`config.mk`:
```
export PLATFORM = sky130hd
export DESIGN_NAME = trng_health_fifo
export DESIGN_NICKNAME = d
export VERILOG_FILES = /design/src/rtl/trng_health_fifo.sv
export SDC_FILE = /design/constraint.sdc
export NUM_CORES = 1
export LEC_CHECK = 0
export BUFFER_PORTS_ARGS = -buffer_cell sky130_fd_sc_hd__buf_2
export CAP_MARGIN = 25
export CORE_UTILIZATION = 56
export DETAILED_ROUTE_END_ITERATION = 8
export GPL_TIMING_DRIVEN = 1
export PLACE_DENSITY = 0.75
export SETUP_SLACK_MARGIN = 0.4
export SLEW_MARGIN = 20
export SYNTH_ARGS = -nofsm -noshare
export SYNTH_HDL_FRONTEND = slang
export SYNTH_SLANG_ARGS = --single-unit
```
`constraint.sdc`:
```
create_clock -name wb_clk_i -period 9.8 [get_ports wb_clk_i]
set_input_delay 1.96 -clock wb_clk_i [delete_from_list [all_inputs] [get_ports wb_clk_i]]
set_output_delay 1.96 -clock wb_clk_i [all_outputs]
set_load 0.005 [all_outputs]
```
`src/rtl/trng_health_fifo.sv`:
```
// trng_health_fifo: edge-captured TRNG words pass a repetition-count and
// ones-count health test, then enter a first-word-fall-through FIFO.
// A failure latches an alarm, flushes the FIFO and blocks output until cleared.
module trng_health_fifo #(
  parameter int unsigned WORD_WIDTH    = 32,
  parameter int unsigned FIFO_DEPTH    = 4,
  parameter int unsigned STARTUP_WORDS = 2,
  parameter int unsigned RCT_LIMIT     = 3,
  parameter int unsigned ONES_MIN      = 8,
  parameter int unsigned ONES_MAX      = 24
) (
  input  logic                        wb_clk_i,
  input  logic                        rst_ni,
  input  logic                        enable_i,
  input  logic                        clear_i,
  input  logic                        trng_valid_i,
  input  logic [WORD_WIDTH-1:0]       trng_word_i,
  output logic                        data_valid_o,
  input  logic                        data_ready_i,
  output logic [WORD_WIDTH-1:0]       data_o,
  output logic [$clog2(FIFO_DEPTH):0] level_o,
  output logic                        health_fail_o,
  output logic [7:0]                  fail_cnt_o,
  output logic [7:0]                  drop_cnt_o
);
  localparam int unsigned AW = $clog2(FIFO_DEPTH);
  localparam int unsigned LW = AW + 1;
  localparam int unsigned CW = $clog2(WORD_WIDTH + 1);
  localparam int unsigned RW = $clog2(RCT_LIMIT + 1);
  localparam int unsigned SW = (STARTUP_WORDS < 1) ? 1 : $clog2(STARTUP_WORDS + 1);

  typedef enum logic [1:0] {ST_STARTUP, ST_RUN, ST_FAIL} state_e;

  state_e                state_q, state_d;
  logic                  valid_q, pend_q, pend_d;
  logic [WORD_WIDTH-1:0] word_q, word_d;
  logic [WORD_WIDTH-1:0] last_word_q, last_word_d;
  logic                  last_ok_q, last_ok_d;
  logic [RW-1:0]         rep_cnt_q, rep_cnt_d, rep_new;
  logic [SW-1:0]         su_cnt_q, su_cnt_d;
  logic [7:0]            fail_cnt_q, fail_cnt_d, drop_cnt_q, drop_cnt_d;
  logic [WORD_WIDTH-1:0] mem_q [FIFO_DEPTH];
  logic [AW-1:0]         wr_ptr_q, wr_ptr_d, rd_ptr_q, rd_ptr_d;
  logic [LW-1:0]         level_q, level_d;

  logic          active, cap, test, pc_fail, fail, pass;
  logic          push, pop, drop, flush, enter_su, full;
  logic [CW-1:0] pop_cnt;

  // Capture, health test, FSM next state and FIFO control
  always_comb begin
    active   = enable_i && (state_q != ST_FAIL);
    cap      = active && trng_valid_i && !valid_q;
    pend_d   = cap;
    word_d   = cap ? trng_word_i : word_q;
    // A word still pending when enable drops is abandoned untested.
    test     = pend_q && active;
    full     = (level_q == LW'(FIFO_DEPTH));
    pop      = (level_q != '0) && data_ready_i;

    pop_cnt = '0;
    for (int unsigned i = 0; i < WORD_WIDTH; i++) pop_cnt = pop_cnt + CW'(word_q[i]);
    pc_fail = (pop_cnt < CW'(ONES_MIN)) || (pop_cnt > CW'(ONES_MAX));

    if (last_ok_q && (word_q == last_word_q))
      rep_new = (rep_cnt_q >= RW'(RCT_LIMIT)) ? rep_cnt_q : rep_cnt_q + RW'(1);
    else
      rep_new = RW'(1);

    fail = test && (pc_fail || (rep_new >= RW'(RCT_LIMIT)));
    pass = test && !fail;

    state_d     = state_q;
    su_cnt_d    = su_cnt_q;
    rep_cnt_d   = rep_cnt_q;
    last_word_d = last_word_q;
    last_ok_d   = last_ok_q;
    push        = 1'b0;
    drop        = 1'b0;
    flush       = 1'b0;
    enter_su    = 1'b0;

    if (test) begin
      rep_cnt_d   = rep_new;
      last_word_d = word_q;
      last_ok_d   = 1'b1;
    end

    unique case (state_q)
      ST_STARTUP: begin
        if (!enable_i) begin
          enter_su = 1'b1;
          flush    = 1'b1;
        end else if (fail) begin
          state_d = ST_FAIL;
          flush   = 1'b1;
        end else if (pass) begin
          su_cnt_d = su_cnt_q + SW'(1);
          if (su_cnt_d >= SW'(STARTUP_WORDS)) state_d = ST_RUN;
        end
      end
      ST_RUN: begin
        if (!enable_i) begin
          enter_su = 1'b1;
          flush    = 1'b1;
        end else if (fail) begin
          state_d = ST_FAIL;
          flush   = 1'b1;
        end else if (pass) begin
          if (!full || pop) push = 1'b1;
          else              drop = 1'b1;
        end
      end
      ST_FAIL: begin
        if (clear_i) enter_su = 1'b1;
      end
      default: state_d = ST_FAIL;
    endcase

    if (enter_su) begin
      state_d   = ST_STARTUP;
      su_cnt_d  = '0;
      rep_cnt_d = '0;
      last_ok_d = 1'b0;
    end

    fail_cnt_d = (fail && fail_cnt_q != 8'hFF) ? fail_cnt_q + 8'd1 : fail_cnt_q;
    drop_cnt_d = (drop && drop_cnt_q != 8'hFF) ? drop_cnt_q + 8'd1 : drop_cnt_q;

    if (flush) begin
      wr_ptr_d = '0;
      rd_ptr_d = '0;
      level_d  = '0;
    end else begin
      wr_ptr_d = push ? wr_ptr_q + AW'(1) : wr_ptr_q;
      rd_ptr_d = pop  ? rd_ptr_q + AW'(1) : rd_ptr_q;
      level_d  = level_q + LW'(push) - LW'(pop);
    end
  end

  // FSM state register
  always_ff @(posedge wb_clk_i or negedge rst_ni) begin
    if (!rst_ni) state_q <= ST_STARTUP;
    else         state_q <= state_d;
  end

  // Capture pipeline, health-test history and counters
  always_ff @(posedge wb_clk_i or negedge rst_ni) begin
    if (!rst_ni) begin
      valid_q     <= 1'b0;
      pend_q      <= 1'b0;
      word_q      <= '0;
      last_word_q <= '0;
      last_ok_q   <= 1'b0;
      rep_cnt_q   <= '0;
      su_cnt_q    <= '0;
      fail_cnt_q  <= '0;
      drop_cnt_q  <= '0;
    end else begin
      valid_q     <= trng_valid_i;
      pend_q      <= pend_d;
      word_q      <= word_d;
      last_word_q <= last_word_d;
      last_ok_q   <= last_ok_d;
      rep_cnt_q   <= rep_cnt_d;
      su_cnt_q    <= su_cnt_d;
      fail_cnt_q  <= fail_cnt_d;
      drop_cnt_q  <= drop_cnt_d;
    end
  end

  // FIFO pointers and occupancy
  always_ff @(posedge wb_clk_i or negedge rst_ni) begin
    if (!rst_ni) begin
      wr_ptr_q <= '0;
      rd_ptr_q <= '0;
      level_q  <= '0;
    end else begin
      wr_ptr_q <= wr_ptr_d;
      rd_ptr_q <= rd_ptr_d;
      level_q  <= level_d;
    end
  end

  // FIFO storage, reset so the head never reads X
  always_ff @(posedge wb_clk_i or negedge rst_ni) begin
    if (!rst_ni) begin
      for (int unsigned i = 0; i < FIFO_DEPTH; i++) mem_q[i] <= '0;
    end else if (push) begin
      mem_q[wr_ptr_q] <= word_q;
    end
  end

  assign data_valid_o  = (level_q != '0);
  assign data_o        = mem_q[rd_ptr_q];
  assign level_o       = level_q;
  assign health_fail_o = (state_q == ST_FAIL);
  assign fail_cnt_o    = fail_cnt_q;
  assign drop_cnt_o    = drop_cnt_q;
endmodule

```
== Word level (Yosys, flattened, before mapping) ==
Index checks and enable logic that the tools add are counted.

* Register bits after elaboration: 224
* Input bits: 38
* Output and inout bits: 53
* Logic and storage cells: 154

* Add/sub/neg operators: 39
* Order comparisons: 8
* Equality and inequality tests: 14
* Muxes and demuxes: 46
* Bitwise gates (word level): 2
* Reduce and logical (&&, ||, !) cells: 28

{| class="wikitable"
|+ Operators with widths
! kind !! number
|-
| $add 6x1->6 || 26
|-
| $bwmux 128 || 1
|-
| $mux 32 || 3
|-
| $bmux 32 s2 || 1
|-
| $demux 32 s2 || 1
|-
| $mux 2 || 20
|-
| $eq 32x32->1 || 1
|-
| $mux 1 || 17
|-
| $add 8x1->8 const B || 2
|-
| $ne 8x8->1 const B || 2
|-
| $reduce_bool 2->1 || 6
|-
| $logic_and 1x1->1 || 11
|-
| $ne 3x3->1 const B || 3
|-
| $add 2x1->2 const B || 4
|-
| $ne 4x4->1 const B || 2
|-
| $add 5x1->6 || 1
|-
| $ge 2x2->1 const B || 3
|-
| $ge 3x3->1 const B || 2
|-
| $gt 6x5->1 const B || 1
|-
| $lt 6x4->1 const B || 1
|-
| $not 2->3 || 2
|-
| $pmux 2 s3 || 1
|-
| $reduce_and 6->1 || 1
|-
| $add 4x1->5 || 1
|-
| other kinds (19) || 24
|}

== Depth between registers and ports, before layout ==
Gate-level depths: netlist of run 1.

* Depth in word-level cells: 44
* Depth in mapped cells: 25
* Gate-level depth less buffers: 25

== Worst setup path after synthesis of run 1 ==
Ideal clock, no wire load.

* Path type: register to register
* Start: register word_q[0]
* End: register level_q[2], in the netlist level_o[2]
* Library setup time: 0.137 ns
* Data arrival time: 6.825 ns
* Required time: 9.663 ns
* Setup slack: 2.838 ns
* Stages on the path, launching flop included: 25
* Path buffers: 0
* Period minus slack after synthesis: 6.962 ns
* Cell sequence: dfrtp_1 inv_1 fa_1 fa_1 fa_1 fa_1 fa_1 fa_1 inv_1 ha_1 fa_1 xnor2_1 a21boi_0 a222oi_1 nand4_2 nor4_4 inv_1 ha_1 inv_1 ha_1 inv_1 fa_1 xor2_1 xnor2_1 nor2_1

* Longest elaborated chain between the ends: 44
* Elaborated cells between the ends (all ways): 52
* Classes of those cells: add/sub: 33; order compare: 3; eq/ne: 1; mux: 9; reduce/logical: 6

{| class="wikitable"
|+ RTL lines
! item !! line !! source
|-
| from (decl) || 36 || <nowiki>logic [WORD_WIDTH-1:0] word_q, word_d;</nowiki>
|-
| from (signal assigned) || 162 || <nowiki>word_q <= word_d;</nowiki>
|-
| $add 1x1->2 || 62 || <nowiki>for (int unsigned i = 0; i < WORD_WIDTH; i++) pop_cnt = pop_cnt + CW'(word_q[i]);</nowiki>
|-
| $add 2x1->3 || 62 ||
|-
| $add 3x1->4 || 62 ||
|-
| $add 4x1->5 || 62 ||
|-
| $add 5x1->6 || 62 ||
|-
| $add 6x1->6 (26 in a row) || 62 ||
|-
| $lt 6x4->1 or $gt 6x5->1 (tied branches) || 63 || <nowiki>pc_fail = (pop_cnt < CW'(ONES_MIN)) || (pop_cnt > CW'(ONES_MAX));</nowiki>
|-
| $logic_or 1x1->1 || 63 ||
|-
| [... 4 more ...] || - ||
|-
| $mux 1 || 109 || <nowiki>end else if (pass) begin</nowiki>
|-
| $mux 1 || 106 || <nowiki>end else if (fail) begin</nowiki>
|-
| $mux 1 || 103 || <nowiki>if (!enable_i) begin</nowiki>
|-
| $mux 1 || 89 || <nowiki>unique case (state_q)</nowiki>
|-
| $add 3x1->3 || 137 || <nowiki>level_d = level_q + LW'(push) - LW'(pop);</nowiki>
|-
| $sub 3x1->3 || 137 ||
|-
| $mux 3 (*) || 130 || <nowiki>if (flush) begin</nowiki>
|-
| net level_d[2] || 44 || <nowiki>logic [LW-1:0] level_q, level_d;</nowiki>
|-
| to (signal assigned) || 181 || <nowiki>level_q <= level_d;</nowiki>
|-
| to (decl) || 44 ||
|}

Mark *: on every way through the listed nets, which the timed path passes. The rest lies on a longest branch.
A chain may end at the register's enable or synchronous reset.

== Worst setup path after layout of run 1 ==
* Start: register word_q[5]
* End: register level_q[2], in the netlist level_o[2]

* Longest elaborated chain between the ends: 40
* Elaborated cells between the ends (all ways): 48
* Classes of those cells: add/sub: 29; order compare: 3; eq/ne: 1; mux: 9; reduce/logical: 6

{| class="wikitable"
|+ RTL lines
! item !! line !! source
|-
| $add 5x1->6 || 62 ||
|-
| $add 6x1->6 (26 in a row) || 62 ||
|-
| $lt 6x4->1 or $gt 6x5->1 (tied branches) || 63 ||
|-
| $logic_or 1x1->1 || 63 ||
|-
| $logic_or 1x1->1 (*) || 70 || <nowiki>fail = test && (pc_fail || (rep_new >= RW'(RCT_LIMIT)));</nowiki>
|-
| $logic_and 1x1->1 (*) || 70 ||
|-
| $logic_not 1->1 || 71 || <nowiki>pass = test && !fail;</nowiki>
|-
| $logic_and 1x1->1 || 71 ||
|-
| $mux 1 || 109 ||
|-
| $mux 1 || 106 ||
|-
| $mux 1 || 103 ||
|-
| $mux 1 || 89 ||
|-
| $add 3x1->3 || 137 ||
|-
| $sub 3x1->3 || 137 ||
|-
| $mux 3 (*) || 130 ||
|-
| net level_d[2] || 44 ||
|}

Marks and branches as above.

==> summary.txt, run 1 <==
CP top delay family - adder cells
top_reg_cell synth - dfrtp_1
H-tree levels - 1
global-route wire length before repair - 38080 um
hold-fix buffers at CTS - 0
Worst EP arrival - 7890 ps
placer congestion estimate - 0.8814
fmax - 0.1329 GHz
vias in the first global route - 7040
I/O Buffers - 90
Worst Setup Start Kind - flop
fin crit period - 7523 ps
crit path cell chain - inv_1, fa_1, fa_1, fa_1, fa_1, fa_1, fa_1, inv_1, ha_1, fa_1, xnor2_1, a21boi_0, a222oi_1, nand4_2, nor4_4, inv_1, ha_1, inv_1, ha_1, inv_1, fa_1, xor2_1, xnor2_1, nor2_1
crit path kind - reg -> reg
Worst-Margin Slew - 859.3 ps
die area - 20180 um^2
DR vias - 6697
initial detailed-routing violation count - 433
fill count - 1378
crit-path max FO - 8
Max-cap violations - 0
CTS Buf Count - 24
Hold Fails Final Rpt - 0
Top cell by count, worst path - fa_1
Synth async-reset ratio - 1.000
met2 track demand over resource - 0.3986
M1 GR Usage - 0.3513
CTS Sinks - 224
relative slew slack - 0.4191
gr ovfl total - 0
drt pass-1 iters - 5
Post-Syn Area per Cell - 13.11 um^2
Synthesized Nets - 916
Post-synth EDFFs - 0
critical path's slowest cell - nor4_4
Starting Density - 0.5795
Die Span X - 142.1 um
max incr delay on CP - 780 ps
synth unique cells - 39
status - complete, no violations
Final period util - 0.7677
DRC viols - 0
commonest non-fill, non-tap cell in the layout - dfrtp_1
Resize count post-CTS - 0
clock skew - 20.95 ps
area grow syn2layout - 13.49%
CTS tree - built
met3 usage - 0.03466
clk slew on worst S/H paths - 60 ps
Seq/Total Area, Yosys - 0.5103
Via density - 5.562
largest net degree at the start of global routing - 81
Yosys warning total - 0
TNS Setup - 0 ps
Avg WL per Cell - 19.21 um
postcts setup bufs - 0
Slew Viols, Final - 0
core region area - 18960 um^2
Syn Inst Count - 838
worst skew pair latency - 520 ps
Critical path buffers and inverters - 5
layout net count - 1004
layer with the highest usage - met2
drt total wl - 23130 um
Root Buffer - clkbuf_16
CP Data Required Time - 10170 ps
clk buf depth - 3
cell area after synthesis - 10990 um^2
n_diodes - 0
GRT Resource Usage Total - 0.2450
io pins - 91
Die H - 142.1 um
initial antenna violation count - 0
final antenna-violating net count - 0
endpoint class of the critical path - flop
RSZ-0062 raised after global routing - false
Finish-stage setup viols - 0
min-delay worst type - reg -> reg
share of cells above drive strength 1 - 0.3263
most frequent cells in the layout - 223 x dfrtp_1, 115 x nand2_1, 89 x buf_2
#FFs+latches synth - 224
Detail Placement HPWL - 15110 um
# rows - 50
per-layer routing:
metal | share of wire | routed length [um]
met5 | 0 | 0
met4 | 0.016 | 380
met3 | 0.042 | 969
met2 | 0.49 | 11340
met1 | 0.45 | 10440
registers in the layout, summed over array words and instances (netlist names):
name and count:
state_q 2, word_q 32, pend_q 1, last_ok_q 1, mem_q 128, fail_cnt_o 8
su_cnt_q 2, last_word_q 32, rd_ptr_q 2, wr_ptr_q 2, rep_cnt_q 2, level_o 3
drop_cnt_o 8, valid_q 1
per-stage QoR:
step	hold WS (ps)	cell area, um^2	worst slack, ps	cells	utilization
2_1_floorplan	445.7	10990	2838	838	-
3_3_place_gp	459.3	11600	2463	1158	0.6118
3_5_place_dp	478.6	11620	2263	1159	0.6129
4_1_cts	489.6	12450	2272	1203	0.6566
5_1_grt	506.8	12470	1706	1204	0.6577
6_report	487.4	12470	2277	1204	0.6577
worst register-to-register path, stage by stage, from the launching register on:
cell	delay, ps
dfrtp_1	430
inv_1	110
fa_1	600
fa_1	470
fa_1	500
fa_1	540
fa_1	430
fa_1	490
inv_1	40
ha_1	200
fa_1	410
xnor2_1	300
a21boi_0	140
a222oi_1	270
nand4_2	300
nor4_4	780
inv_1	100
ha_1	290
inv_1	60
ha_1	130
inv_1	50
fa_1	360
xor2_1	170
xnor2_1	140
nor2_1	50
Yosys cell counts, drive strengths merged (2+ instances only):
master  instances  area share
a21oi           6      0.0027
and2            4      0.0023
and3           12      0.0068
buf            17       0.014
clkbuf         19      0.0065
dfrtp         224        0.51
fa             25       0.046
ha             15       0.017
inv            60       0.021
mux2          131        0.16
mux2i           3      0.0027
mux4           32       0.066
nand2         119       0.043
nand2b          5      0.0028
nand3          10      0.0046
nand4          11      0.0068
nor2           13      0.0044
nor3            8      0.0036
nor4           11      0.0082
o21ai          50       0.023
o22ai           2      0.0011
xnor2          10      0.0080
xor2           41       0.033
layout make-up:
type                            count  area, um^2  share of cell area
Clock buffer                       35       703.2             0.05640
Clock inverter                      9       126.4             0.01014
Inverter                           60       225.2             0.01806
Multi-Input combinational cell    518        4935              0.3958
Sequential cell                   224        5607              0.4497
Tap cell                          260       325.3             0.02609
Timing Repair Buffer               98       545.5             0.04376
path summary, 6_finish.rpt:
path / start / slack [ps] / endpoint / depth (start not counted)
hold / removal: drop_cnt_o[6] / 490 / drop_cnt_o[6] / 1
hold reg to reg: drop_cnt_o[6] / 490 / drop_cnt_o[6] / 1
setup reg to reg: word_q[5] / 2280 / level_o[2] / 24
max in group asynchronous: rst_ni / 7080 / word_q[19] / 2
setup / recovery: word_q[5] / 2280 / level_o[2] / 24
min in group asynchronous: rst_ni / 1430 / mem_q[95] / 1
logic make-up after synthesis:
family                     Yosys count  synth area share
xor gates and xnor gates            51           0.04066
DFF                                224            0.5103
and+or+nand+nor                    197           0.08588
AOI/OAI and AO/OA                   64           0.03098
muxes                              166            0.2286
buffers and inverters               96           0.04100
adders and majority gates           40           0.06264
Power of run 1 is left out: the tool's default activity adds up to more than one toggle a clock period on the data nets, which glitch-free logic cannot reach.
==> run 2: changes to the inputs <==
Clock period 9.8 ns to 7.4 ns, I/O delays scaled along.
==> summary.txt, run 2 (synthesis results as in run 1) <==
critical path's slowest cell - fa_1
Final period util - 0.9119 (+0.1442)
RSZ-0062 raised after global routing - false
clk slew on worst S/H paths - 60 ps (about the same)
die area - 20180 um^2 (unchanged)
hold-fix buffers at CTS - 0 (unchanged)
placed cells - 1161 (+0.17%)
DRC viols - 0 (unchanged)
vias in the first global route - 6968 (-1.0%)
Max-cap violations - 0 (unchanged)
CP top delay family - adder cells
RR Startpoint - word_q[23]
Largest regs - mem_q: 128 flops, last_word_q: 32 flops, word_q: 32 flops
area grow syn2layout - 14.60%
layout net count - 1016 (+1.2%)
Finish-stage setup viols - 0 (unchanged)
R2R setup slack - 650 ps (-1620 ps)
initial antenna violation count - 0 (unchanged)
fill count - 1366 (-0.87%)
worst-case reg-to-reg path depth - 24 (unchanged)
placed instance area - 11620 um^2 (about the same)
Slew Viols, Final - 0 (unchanged)
max incr delay on CP - 620 ps (-160 ps)
CTS tree - built
commonest non-fill, non-tap cell in the layout - dfrtp_1
final antenna-violating net count - 0 (unchanged)
worst skew pair latency - 520 ps (about the same)
initial detailed-routing violation count - 409 (-5.5%)
CTS Buf Count - 24 (unchanged)
Hold Fails Final Rpt - 0 (unchanged)
Die H - 142.1 um (unchanged)
global-route wire length before repair - 37590 um (-1.3%)
status - complete, no violations
HP Start - drop_cnt_o[6]
endpoint class of the critical path - flop
Critical path buffers and inverters - 5 (unchanged)
placer congestion estimate - 0.8674 (-1.6%)
Worst Setup Start Kind - flop
Largest Register - mem_q
gr ovfl total - 0 (unchanged)
Worst Hold Depth - 1 (unchanged)
fmax - 0.1482 GHz (+11%)
core region area - 18960 um^2 (unchanged)
min-delay worst type - reg -> reg
io pins - 91 (unchanged)
crit-path max FO - 4 (-4)
Detail Placement HPWL - 15230 um (+0.77%)
drt total wl - 23040 um (-0.40%)
n_diodes - 0 (unchanged)
Starting Density - 0.5795 (unchanged)
CP Data Required Time - 7770 ps (-2400 ps)
Critical Path Stages - 24 (unchanged)
# rows - 50 (unchanged)
share of cells above drive strength 1 - 0.3592 (+0.03289)
clk buf depth - 3 (unchanged)
drt pass-1 iters - 4 (-1)
fin crit period - 6748 ps (-775.5 ps)
I/O Buffers - 90 (unchanged)
Fin Hold WS - 491.9 ps (+4.515 ps)
Worst-Margin Slew - 853.2 ps (-6.156 ps)
clock skew - 16.14 ps (-4.811 ps)
Via density - 5.513 (-0.89%)
Root Buffer - clkbuf_16
H-tree levels - 1 (unchanged)
crit path launch - word_q[23]
most frequent cells in the layout - 209 x dfrtp_1, 115 x nand2_1, 89 x buf_2
CTS Sinks - 224 (unchanged)
final std cells w/o fill - 1215 (+0.91%)
Die Span X - 142.1 um (unchanged)
TNS Setup - 0 ps (unchanged)
Avg WL per Cell - 18.96 um (-1.3%)
Top cell by count, worst path - fa_1
largest net degree at the start of global routing - 89 (+9.9%)
max reg flops - 128 (unchanged)
Post-Layout Inst Area - 12590 um^2 (+0.98%)
crit path cell chain - inv_1, fa_1, fa_1, fa_1, fa_1, fa_1, fa_1, inv_1, ha_2, fa_2, nor2_4, a21boi_0, a222oi_1, nand4_2, nor4_4, inv_1, ha_1, inv_1, ha_1, inv_1, fa_1, xor2_1, xnor2_1, nor2_1
relative slew slack - 0.4312 (+0.01218)
GRT Resource Usage Total - 0.2421 (-0.002959)
Worst EP arrival - 7120 ps (-770 ps)
DR vias - 6698 (+0.015%)
crit path kind - reg -> reg
run 2: layout make-up:
cell class	instances	area, um^2	share of cell area
clock buffer	38	754.5	0.05993
clock inverter	5	75.07	0.005963
inverter	60	225.2	0.01789
multi-input combinational	518	4955	0.3936
sequential	224	5624	0.4467
tap	260	325.3	0.02584
timing repair buffer	110	630.6	0.05009
run 2: routing by layer:
layer,global-route usage,up-vias,wire length (um)
met5,0,-,0
met4,0.06678,0,396
met3,0.03297,26,1083
met2,0.3973,158,11440
met1,0.3407,3450,10120
li1,-,3064,-
run 2: through the flow:
stage                     worst slack [ps]  utilization
after floorplan                      438.1            -
after detailed placement             329.0       0.6130
after CTS                            406.0       0.6581
after global placement               526.9       0.6130
after global routing                 372.7       0.6642
final                                652.1       0.6642
run 2: final timing paths:
kind,endpoint
worst max-delay path,level_o[2]
worst min-delay path,drop_cnt_o[6]
worst max register to register,level_o[2]
worst min register to register,drop_cnt_o[6]
max in group asynchronous,rd_ptr_q[0]
min in group asynchronous,mem_q[127]
run 2: repair_timing:
action | 4_1_cts | 5_1_grt
cloned | 0 | 0
setup buffers | 2 | 8
pin swaps | 1 | 10
setup endpoints to repair | 1 | 42
resized for setup | 3 | 21
Power of run 2 is left out for the same reason.
